$ cat src/rtl/led_color_decoder_pkg.sv
// Shared constants and types for the LED color decoder.
package led_color_decoder_pkg;

   // Active-low RGB codes as driven onto the LED pins ([2]=R, [1]=B, [0]=G).
   localparam logic [2:0] LED_OFF   = 3'b111;
   localparam logic [2:0] LED_RED   = 3'b011;
   localparam logic [2:0] LED_BLUE  = 3'b101;
   localparam logic [2:0] LED_GREEN = 3'b110;

   // Board clock is 12 MHz.
   localparam int TICKS_PER_US = 12;

   typedef enum logic [1:0] {
      ST_SYNC    = 2'd0,
      ST_ACQUIRE = 2'd1,
      ST_REPORT  = 2'd2
   } state_t;

endpackage

$ cat src/rtl/led_sync3.sv
// Two-flop synchronizer for the 3-bit LED drive; resets to the OFF code.
module led_sync3
   import led_color_decoder_pkg::*;
(
   input  logic       clk,
   input  logic       rst,
   input  logic [2:0] d,
   output logic [2:0] q
);

   logic [2:0] meta;

   // Two-stage capture of the asynchronous LED drive.
   always_ff @(posedge clk or posedge rst) begin
      if (rst) begin
         meta <= LED_OFF;
         q    <= LED_OFF;
      end else begin
         meta <= d;
         q    <= meta;
      end
   end

endmodule

$ cat src/rtl/led_color_decoder.sv
// Measures per-channel on-time of an LED drive over fixed sample windows
// and reports levels, the dominant color and whether >2 colors appeared.
module led_color_decoder
   import led_color_decoder_pkg::*;
#(
   parameter int SAMPLE_DIV = 234,
   parameter int N_SAMPLES  = 255
) (
   input  logic       clk,
   input  logic       rst,
   input  logic       en,
   input  logic [2:0] led_in,
   output logic [7:0] r_level,
   output logic [7:0] g_level,
   output logic [7:0] b_level,
   output logic [2:0] dominant,
   output logic       multi_color,
   output logic       level_valid,
   output logic       locked
);

   localparam logic [15:0] TICK_LAST   = 16'(SAMPLE_DIV - 1);
   localparam logic [7:0]  SAMPLE_LAST = 8'(N_SAMPLES - 1);

   state_t      state;
   state_t      state_next;
   logic [2:0]  led_sync;
   logic [2:0]  led_prev;
   logic [15:0] tick_cnt;
   logic [7:0]  sample_cnt;
   logic [7:0]  r_cnt;
   logic [7:0]  g_cnt;
   logic [7:0]  b_cnt;
   logic [2:0]  slot_a_code;
   logic [2:0]  slot_b_code;
   logic        slot_a_valid;
   logic        slot_b_valid;
   logic [7:0]  cnt_a;
   logic [7:0]  cnt_b;
   logic        multi_flag;
   logic        start_window;
   logic        strobe;
   logic        last_sample;
   logic        report_fire;

   led_sync3 u_sync (
      .clk (clk),
      .rst (rst),
      .d   (led_in),
      .q   (led_sync)
   );

   assign start_window = (state == ST_SYNC) && en && (led_sync != led_prev);
   assign strobe       = (state == ST_ACQUIRE) && (tick_cnt == TICK_LAST);
   assign last_sample  = strobe && (sample_cnt == SAMPLE_LAST);
   assign report_fire  = (state == ST_REPORT) && en;

   // Previous-cycle copy of the synced LED code, used for edge detection.
   always_ff @(posedge clk or posedge rst) begin
      if (rst) led_prev <= LED_OFF;
      else     led_prev <= led_sync;
   end

   // State register.
   always_ff @(posedge clk or posedge rst) begin
      if (rst) state <= ST_SYNC;
      else     state <= state_next;
   end

   // Next-state logic: dropping en always abandons the window.
   always_comb begin
      state_next = state;
      case (state)
         ST_SYNC:    if (start_window) state_next = ST_ACQUIRE;
         ST_ACQUIRE: if (!en) state_next = ST_SYNC;
                     else if (last_sample) state_next = ST_REPORT;
         ST_REPORT:  if (!en) state_next = ST_SYNC;
                     else state_next = ST_ACQUIRE;
         default:    state_next = ST_SYNC;
      endcase
   end

   // Output decode from state.
   always_comb begin
      locked = (state == ST_ACQUIRE) || (state == ST_REPORT);
   end

   // Tick divider; keeps running through REPORT so windows are gapless.
   always_ff @(posedge clk or posedge rst) begin
      if (rst) begin
         tick_cnt <= '0;
      end else if (start_window) begin
         tick_cnt <= '0;
      end else if (state != ST_SYNC) begin
         if (tick_cnt == TICK_LAST) tick_cnt <= '0;
         else                       tick_cnt <= tick_cnt + 16'd1;
      end
   end

   // Window accumulation: channel counts and two-slot color tracking.
   always_ff @(posedge clk or posedge rst) begin
      if (rst) begin
         sample_cnt   <= '0;
         r_cnt        <= '0;
         g_cnt        <= '0;
         b_cnt        <= '0;
         slot_a_valid <= 1'b0;
         slot_b_valid <= 1'b0;
         slot_a_code  <= LED_OFF;
         slot_b_code  <= LED_OFF;
         cnt_a        <= '0;
         cnt_b        <= '0;
         multi_flag   <= 1'b0;
      end else if (start_window || (state == ST_REPORT)) begin
         sample_cnt   <= '0;
         r_cnt        <= '0;
         g_cnt        <= '0;
         b_cnt        <= '0;
         slot_a_valid <= 1'b0;
         slot_b_valid <= 1'b0;
         slot_a_code  <= LED_OFF;
         slot_b_code  <= LED_OFF;
         cnt_a        <= '0;
         cnt_b        <= '0;
         multi_flag   <= 1'b0;
      end else if (strobe) begin
         sample_cnt <= sample_cnt + 8'd1;
         if (!led_sync[2]) r_cnt <= r_cnt + 8'd1;
         if (!led_sync[1]) b_cnt <= b_cnt + 8'd1;
         if (!led_sync[0]) g_cnt <= g_cnt + 8'd1;
         if (!slot_a_valid || (led_sync == slot_a_code)) begin
            slot_a_valid <= 1'b1;
            slot_a_code  <= led_sync;
            cnt_a        <= cnt_a + 8'd1;
         end else if (!slot_b_valid || (led_sync == slot_b_code)) begin
            slot_b_valid <= 1'b1;
            slot_b_code  <= led_sync;
            cnt_b        <= cnt_b + 8'd1;
         end else begin
            multi_flag <= 1'b1;
         end
      end
   end

   // Result latch; level_valid is registered so it lines up with the new values.
   always_ff @(posedge clk or posedge rst) begin
      if (rst) begin
         r_level     <= '0;
         g_level     <= '0;
         b_level     <= '0;
         dominant    <= LED_OFF;
         multi_color <= 1'b0;
         level_valid <= 1'b0;
      end else begin
         level_valid <= 1'b0;
         if (report_fire) begin
            r_level     <= r_cnt;
            g_level     <= g_cnt;
            b_level     <= b_cnt;
            dominant    <= (cnt_a >= cnt_b) ? slot_a_code : slot_b_code;
            multi_color <= multi_flag;
            level_valid <= 1'b1;
         end
      end
   end

endmodule
$ cat config.mk
export PLATFORM = sky130hd
export DESIGN_NAME = led_color_decoder
export DESIGN_NICKNAME = d
export VERILOG_FILES = /design/src/rtl/led_color_decoder_pkg.sv /design/src/rtl/led_sync3.sv /design/src/rtl/led_color_decoder.sv
export SDC_FILE = /design/constraint.sdc
export NUM_CORES = 1
export LEC_CHECK = 0
export BUFFER_PORTS_ARGS = -buffer_cell sky130_fd_sc_hd__buf_2
export CAP_MARGIN = 30
export CORE_MARGIN = 1
export CORE_UTILIZATION = 65
export CTS_CLUSTER_SIZE = 10
export DETAILED_ROUTE_END_ITERATION = 7
export GPL_TIMING_DRIVEN = 0
export PLACE_DENSITY_LB_ADDON = 0.05
export SLEW_MARGIN = 30
export SYNTH_ARGS = -nofsm -noshare
export SYNTH_HDL_FRONTEND = slang
export SYNTH_SLANG_ARGS = --single-unit
$ cat constraint.sdc
create_clock -name clk -period 10.95 [get_ports clk]
set_input_delay 1.6425 -clock clk [delete_from_list [all_inputs] [get_ports clk]]
set_output_delay 1.6425 -clock clk [all_outputs]
set_load 0.03 [all_outputs]
# Word level (Yosys, flattened, before mapping)
# Index checks and enable logic that the tools add are counted.
# classes
n_mux	46
n_lt_le_gt_ge	1
eq_ne	14
addsub	7
n_reduce_logical	24
# ops
cell	count
8-bit two-way mux	18
8-bit by 1-bit adder with 8-bit output (second input constant)	6
16-bit two-way mux	3
3-bit two-way mux	8
16-bit by 1-bit adder with 16-bit output (second input constant)	1
16-bit by 8-bit == test with 1-bit output (second input constant)	1
1-bit two-way mux	13
2-bit != test (second input constant)	6
2-bit AND reduction	5
2-bit nonzero test	5
8-bit == test (second input constant)	1
8-bit >= comparator	1
3-bit == test	2
2-bit two-way mux	3
2-bit one-hot mux with 3 select lines	1
3-bit AND reduction	2
1-bit logical AND	5
1-bit logical OR	4
3-bit != test	1
3-bit != test (second input constant)	1
2-bit by 1-bit == test with 1-bit output (second input constant)	1
2-bit == test (second input constant)	1
1-bit logical NOT	2
2-bit logical NOT	1
# totals
word_cells	114
output_inout_bits	30
reg_bits	113

# Depth between registers and ports, before layout
# Gate-level depths: netlist of run 1.
# logic_depth
word_depth	6
depth_mapped	10
mapped_depth_nobuf	8

# Cells and area by module
# A second synthesis of run 1 with hierarchy kept.
# hier_totals
cells_unflattened	592
area_unflattened_um2	5684.2
# modules_own_cells
module	cells_per_inst	instances	seq_area_each_um2	area_per_inst_um2
led_color_decoder	585	1	2692.6	5522.8
led_sync3	7	1	157.7	161.4

# Worst setup path before layout of run 1
# Ideal clock, no wire load.
# synth_timing
path_type	register to register
start	register tick_cnt[1]
end	register cnt_b[7]
path_slack_ns	7.877
t_required_ns	10.872
arrival_time_ns	2.995
stages_incl_launch_ff	10
synth_period_minus_slack_ns	3.073
cell_sequence	dfrtp_1 inv_1 ha_1 or4bb_1 or4_1 buf_2 or4_1 buf_2 or4_1 a21oi_1
# synth_between
elab_chain_cells	4
# synth_rtl
item	line	source
from (decl)	led_color_decoder.sv:29	logic [15:0] tick_cnt;
from (signal assigned)	led_color_decoder.sv:96	else tick_cnt <= tick_cnt + 16'd1;
16-bit by 8-bit == test with 1-bit output	led_color_decoder.sv:54	assign strobe = (state == ST_ACQUIRE) && (tick_cnt == TICK_LAST);
1-bit logical AND	led_color_decoder.sv:54	
2-bit nonzero test (no line)	--	
3-bit AND reduction (no line)	--	
to (signal assigned)	led_color_decoder.sv:138	cnt_b <= cnt_b + 8'd1;
to (decl)	led_color_decoder.sv:39	logic [7:0] cnt_b;
# No other way between the ends.
# A chain may end at the register's enable or synchronous reset.

# Worst setup path after layout of run 1
# layout_timing
start	register tick_cnt[1]
end	register cnt_b[4]
# Same word-level chain as after synthesis.

==> impl_metrics.tcl, run 1 <==
set metrics [dict create \
    status "complete, no violations" \
    drt_iter0_drc 241 \
    syn-num-nets 611 \
    reg2reg_depth 10 \
    finalSetupViolCount 0 \
    cp_cell_sequence "inv_1, ha_1, or4bb_1, or4_1, buf_2, or4_1, buf_2, buf_1, o31ai_1, a21oi_1" \
    synthCells 584 \
    grt_pass1_vias 4414 \
    grt_max_degree 67 \
    startpoint_type "flop" \
    synth.area.top_cells "dfrtp_1 43%, dfstp_2 8.5%, nand2_1 7.2%, xor2_1 5.4%, ha_1 4.7%" \
    hold_depth 0 \
    core_area_um2 8260 \
    yosys_warnings 0 \
    synth_edf_count 0 \
    synth_top_flop_cell "dfrtp_1" \
    num_rows 33 \
    diodes 0 \
    min_period_ns 3.45 \
    syn_to_final_growth_pct 16.3 \
    cts_root_buf "clkbuf_8" \
    numCtsBuffers 17 \
    arrival_ns 3.82 \
    max-vdd-ir-drop_mv 0.154 \
    htreeDepth 4 \
    drc 0 \
    rsz0062_at_grt "no" \
    cts_setup_buffers 0 \
    drv_slew 0 \
    placed_area_um2 5900 \
    drv_cap 0 \
    drtPass1Iterations 5 \
    max_stage_delay_ns 0.59 \
    wire_per_inst_um 17.1 \
    yosysMostFrequentCell "nand2_1" \
    synth_area_um2 5550 \
    ys_seq_area_frac 0.514 \
    avgSynthCellArea_um2 9.50 \
    cts_tree "done" \
    endpoint_kind "flop" \
    synth_cell_type_count 47 \
    cts-resized-gates 0 \
    totalWireLength_mm 13.0 \
    cp.required_ns 11.32 \
    fin_crit_sh 0.315 \
    p_per_area_nw_per_um2 168 \
    slowest_stage "or4bb_1" \
    tightest_slew_ns 0.836 \
    fin_cells 757 \
    largest_reg_flops 16 \
    die_x_um 94.4 \
    final-hold-violation-count 0 \
    ant_nets 0 \
    detail_route.vias_per_cell 6.03 \
    die_height_um 94.4 \
    fin_worst_skew_ns 0.0112 \
    final_util 0.782 \
    grt_pass1_wl_mm 21.3 \
    min_path_type "reg -> reg" \
    yosysTopAreaCellShare 0.428 \
    synthArstFlopShare 1.00 \
    cp_max_fo 10 \
    nNetsFinal 666 \
    postCtsHoldBufs 0 \
    layout-drive-gt1-share 0.149 \
    setup.worst_path.class "reg -> reg" \
    placement.io_buffers 35 \
    fill_cells 554 \
    cts_buffer_depth 2 \
    relSlewSlack 0.438 \
    regMostFlops "tick_cnt" \
    ys_ff_latch 113 \
    grt.total_usage 0.317 \
    synth_common_cells "107 x nand2_1, 95 x dfrtp_1, 61 x nor2_1" \
    finalInstanceArea_um2 6450 \
    clk_pin_slew_ns 0.06 \
    fin_setup_tns_ns 0 \
    pin_count 36 \
    yosysTopAreaCell "dfrtp_1" \
    vias 4566 \
    start_util 0.672 \
    clkLatencyLatePin_ns 0.51 \
    antenna_found_initial 0 \
    place_congestion 0.843 \
    grt.overflow.total 0 \
    leakagePower_nw 3.13 \
    dieArea_um2 8910 \
    fmax_mhz 290 \
    cts_num_sinks 113 \
    dp_cells 725 \
    place.detailed.hpwl_mm 8.70 \
]
where the power goes:
group	total, mW	leakage (nW)	internal (mW)	switching [mW]
Sequential	0.442	1.51	0.430	0.0123
Combinational	0.131	1.35	0.0330	0.0978
Clock	0.512	0.270	0.312	0.200
final timing paths:
kind | slack [ns] | endpoint | from
min in group asynchronous | 1.15 | g_level[0] | rst
max in group asynchronous | 9.09 | u_sync.q[2] | rst
max reg2reg | 7.50 | cnt_b[4] | tick_cnt[1]
max | 7.50 | cnt_b[4] | tick_cnt[1]
min | 0.35 | u_sync.q[2] | u_sync.meta[2]
min reg2reg | 0.35 | u_sync.q[2] | u_sync.meta[2]
placed cells by master (no fill, tap or decap), types with 17 or more instances in the layout:
cell type / n
nand4_1: 17
buf_2: 37
ha_1: 21
dfstp_2: 18
clkbuf_1: 20
xor2_1: 34
nand2_1: 107
nand3_1: 32
inv_1: 21
dfrtp_1: 95
nor2_1: 61
layer usage:
metal | track usage | vias to the layer above | share of wire
met2 | 0.500 | 187 | 0.48
li1 | - | 2115 | -
met1 | 0.428 | 2239 | 0.44
met4 | 0.0962 | 0 | 0.018
met5 | 0 | - | 0
met3 | 0.0878 | 25 | 0.062
area by class of cell:
| class | count | area [um2] | share of cell area |
|---|---|---|---|
| plain buffers | 26 | 100 | 0.0155 |
| clock buffers | 19 | 442 | 0.0684 |
| clock inverters | 13 | 113 | 0.0174 |
| inverters | 22 | 87.6 | 0.0136 |
| multi-input cells | 423 | 2530 | 0.392 |
| flip-flops and latches | 113 | 2850 | 0.442 |
| well taps | 105 | 131 | 0.0204 |
| repair buffers | 36 | 203 | 0.0314 |
per-stage QoR:
stage / setup slack, ns / power (mW) / hold WS (ns)
finish: 7.50 / 1.08 / 0.355
global route: 7.36 / 1.12 / 0.358
CTS: 7.51 / 1.09 / 0.355
detailed placement: 7.35 / 0.578 / 0.347
global placement: 5.19 / 0.571 / 0.346
floorplan: 6.35 / 0.535 / 0.345
logic make-up (layout without fill, tap and decap cells):
logic type / after synthesis / in the layout / synth area share
DFF: 113 / 113 / 0.514
buffers and inverters: 48 / 116 / 0.0329
xor gates and xnor gates: 50 / 50 / 0.0789
AOI/OAI and AO/OA: 59 / 59 / 0.0674
and+or+nand+nor: 282 / 282 / 0.240
muxes: 11 / 11 / 0.0201
adders and majority gates: 21 / 21 / 0.0474
critical path, delay by kind of cell, from the launching register on:
kind	cells	cell delay, ns
flops	1	0.41
simple gates	3	1.62
buf+inv	4	0.73
compound gates	2	0.40
fa+ha+maj	1	0.13
Note: power is estimated with default switching activity, not from simulation.
==> inputs of run 2 (changes only) <==
--- a/config.mk
+++ b/config.mk
@@ -5,10 +5,11 @@
 export SDC_FILE = /design/constraint.sdc
 export NUM_CORES = 1
 export LEC_CHECK = 0
+export ABC_AREA = 1
 export BUFFER_PORTS_ARGS = -buffer_cell sky130_fd_sc_hd__buf_2
 export CAP_MARGIN = 30
 export CORE_MARGIN = 1
-export CORE_UTILIZATION = 65
+export CORE_UTILIZATION = 55
 export CTS_CLUSTER_SIZE = 10
 export DETAILED_ROUTE_END_ITERATION = 7
 export GPL_TIMING_DRIVEN = 0
==> constraint.sdc (replaced) <==
create_clock -name clk -period 2.8 [get_ports clk]
set_input_delay 0.42 -clock clk [delete_from_list [all_inputs] [get_ports clk]]
set_output_delay 0.42 -clock clk [all_outputs]
set_load 0.03 [all_outputs]
==> run 2 against run 1 <==
Via count grew 19%. Critical path type unchanged. Combinational power grew to 11 times the previous value. Cell count grew 32%. Die area grew 30%. Critical path depth is the same. First-iteration DRC count grew 18%. Critical endpoint is now cnt_b[6]. Clock skew shrank 0.0039 ns. Highest routed layer unchanged. Clock power grew to 3.9 times the previous value. Count of clock-buffer cells in the layout grew 8. Wire length grew 13%.
==> impl_metrics.tcl, run 2 <==
set metrics [dict create \
    rr_endpoint "cnt_b[6]" \
    yosys_warnings 0 \
    synth_cell_type_count 32 \
    final_cell_mix "228 x nand2_1, 95 x dfrtp_1, 93 x inv_1" \
    wire_per_inst_um 14.7 \
    finalPower_mw 5.38 \
    synth.area.top_cells "dfrtp_1 39%, nand2_1 14%, dfstp_2 7.7%, nand3_1 6.3%, inv_1 5.7%" \
    ys_seq_area_frac 0.464 \
    htreeDepth 4 \
    grt.total_usage 0.275 \
    synth-xor-area-share 0.0299 \
    diodes 0 \
    antenna_found_initial 0 \
    yosysTopAreaCellShare 0.387 \
    placement.io_buffers 35 \
    grt.overflow.total 0 \
    slowest_stage "dfrtp_1" \
    clkLatencyLatePin_ns 0.52 \
    setup.worst_path.class "reg -> reg" \
    synth_common_cells "228 x nand2_1, 95 x dfrtp_1, 94 x inv_1" \
    largest_reg_flops 16 \
    cts_num_sinks 113 \
    synth_area_um2 6150 \
    cp_max_fo 10 \
    critPathTopFamily "simple AND/OR/NAND/NOR gates" \
    p_per_area_nw_per_um2 749 \
    layout-drive-gt1-share 0.143 \
    die_height_um 108 \
    drtPass1Iterations 5 \
    reg2reg_slack_ns 0.80 \
    cp_num_buf_inv 2 \
    vias 5415 \
    hold_start "en" \
    die_x_um 108 \
    startpoint_type "flop" \
    syn-num-nets 808 \
    cts_buffer_depth 2 \
    min_to "state[1]" \
    core_area_um2 10800 \
    endpoint_kind "flop" \
    synth_top_family_by_area "simple AND/OR/NAND/NOR gates" \
    status "complete, no violations" \
    relSlewSlack 0.614 \
    max-vdd-ir-drop_mv 0.552 \
    clk_pin_slew_ns 0.05 \
    yosysTopAreaCell "dfrtp_1" \
    hold_depth 5 \
    ys_ff_latch 113 \
    fmax_mhz 501 \
    synth_edf_count 0 \
    yosysMostFrequentCell "nand2_1" \
    syn_to_final_growth_pct 17.0 \
    leakagePower_nw 3.66 \
    fin_worst_skew_ns 0.00725 \
    arrival_ns 2.40 \
    synth_top_flop_cell "dfrtp_1" \
    synthArstFlopShare 1.00 \
    synthSimpleGateAreaFrac 0.318 \
    synth-adder-area-share 0.0428 \
    ant_nets 0 \
    place.detailed.hpwl_mm 10.7 \
    cp.required_ns 3.21 \
    drv_cap 0 \
    drc 0 \
    synth_mux_area_frac 0 \
    worstReg2RegStart "tick_cnt[1]" \
    fin_crit_sh 0.713 \
    regMostFlops "tick_cnt" \
    cts_tree "done" \
    rsz0062_at_grt "no" \
    avgSynthCellArea_um2 7.87 \
    max_stage_delay_ns 0.39 \
    num_rows 38 \
    grt_max_degree 31 \
    numCtsBuffers 17 \
    nNetsFinal 870 \
    place_congestion 0.882 \
    start_util 0.567 \
    grt_pass1_vias 5260 \
    layout_commonest_cell "nand2_1" \
    synthCells 781 \
    min_path_type "in -> reg" \
    totalWireLength_mm 14.6 \
    detail_route.vias_per_cell 5.44 \
    pin_count 36 \
    cts-resized-gates 0 \
    tightest_slew_ns 0.575 \
    cp_cell_sequence "inv_1, ha_1, nand3_1, nor2_1, nand3_2, nor2_4, nand2_1, buf_2, nand3_1, nand2_1" \
    fin_setup_tns_ns 0 \
    synth_compound_area_frac 0.0629 \
    reg2reg_depth 10 \
    finalSetupViolCount 0 \
    grt_pass1_wl_mm 24.5 \
    drv_slew 0 \
    dieArea_um2 11600 \
    drt_iter0_drc 285 \
    fill_cells 921 \
    cp_num_cells 10 \
    min_period_ns 2.00 \
    final-hold-violation-count 0 \
    cts_root_buf "clkbuf_8" \
]
[run 2: repair_timing]
item,CTS,global route
setup buffers,0,0
hold buffers,4,0
endpoints found under the hold margin,21,0
[run 2: per-stage QoR]
step / cells / hold WS, ns / util / worst slack [ns] / cell area, um2
after floorplan: 781 / 0.345 / - / 1.02 / 6150
after global placement: 956 / 0.345 / 0.600 / 0.291 / 6500
after detailed placement: 960 / 0.350 / 0.608 / 0.821 / 6600
after CTS: 996 / 0.264 / 0.663 / 0.806 / 7190
after global routing: 996 / 0.298 / 0.663 / 0.578 / 7190
final: 996 / 0.295 / 0.663 / 0.805 / 7190
[run 2: how the worst max path moves through the flow]
stage | start | endpoint | slack [ns]
after detailed placement | tick_cnt[1] | cnt_a[4] | 0.82
after CTS | tick_cnt[1] | g_cnt[7] | 0.81
after global routing | tick_cnt[1] | slot_a_code[2] | 0.58
final | tick_cnt[1] | cnt_b[6] | 0.80
after global placement | rst | g_cnt[5] | 0.29
after floorplan | rst | b_cnt[0] | 1.02
[run 2: cell type report]
cell class | instances | area (um2) | area share
buffer | 20 | 141 | 0.0197
clock buffer | 27 | 502 | 0.0698
clock inverter | 5 | 52.6 | 0.00731
inverter | 97 | 368 | 0.0512
multi-input combinational | 551 | 2790 | 0.388
sequential | 113 | 2850 | 0.396
tap | 140 | 175 | 0.0244
timing repair buffer | 43 | 310 | 0.0432
[run 2: worst min-delay path, cell delays in order]
cell and delay (ns):
buf_2 0.12, nand2_1 0.07, nor2_1 0.04, nand3_1 0.07, nand2_1 0.06
[run 2: layer usage]
metal,vias to the layer above,share of wire,routed length (um),GRT usage
met1,2584,0.45,6530,0.344
met2,140,0.49,7190,0.459
li1,2657,-,-,-
met5,-,0,0,0
met4,0,0.023,338,0.109
met3,34,0.039,578,0.0636
[run 2: cells by family (layout without fill, tap and decap cells)]
| family | count (synthesis) | after routing |
|---|---|---|
| AO/OA/AOI/OAI | 72 | 72 |
| buffers and inverters | 117 | 192 |
| adder cells (fa/ha/maj) | 21 | 21 |
| AND/OR/NAND/NOR | 437 | 437 |
| XOR/XNOR | 21 | 21 |
| flip-flops | 113 | 113 |
[run 2: power by group]
group          leakage (nW)  internal [mW]  total [mW]  switching (mW)
clock network         0.272           1.29        2.01           0.722
registers              1.51           1.81        1.91           0.104
logic                  1.88          0.444        1.46            1.01
total                  3.66           3.54        5.38            1.84
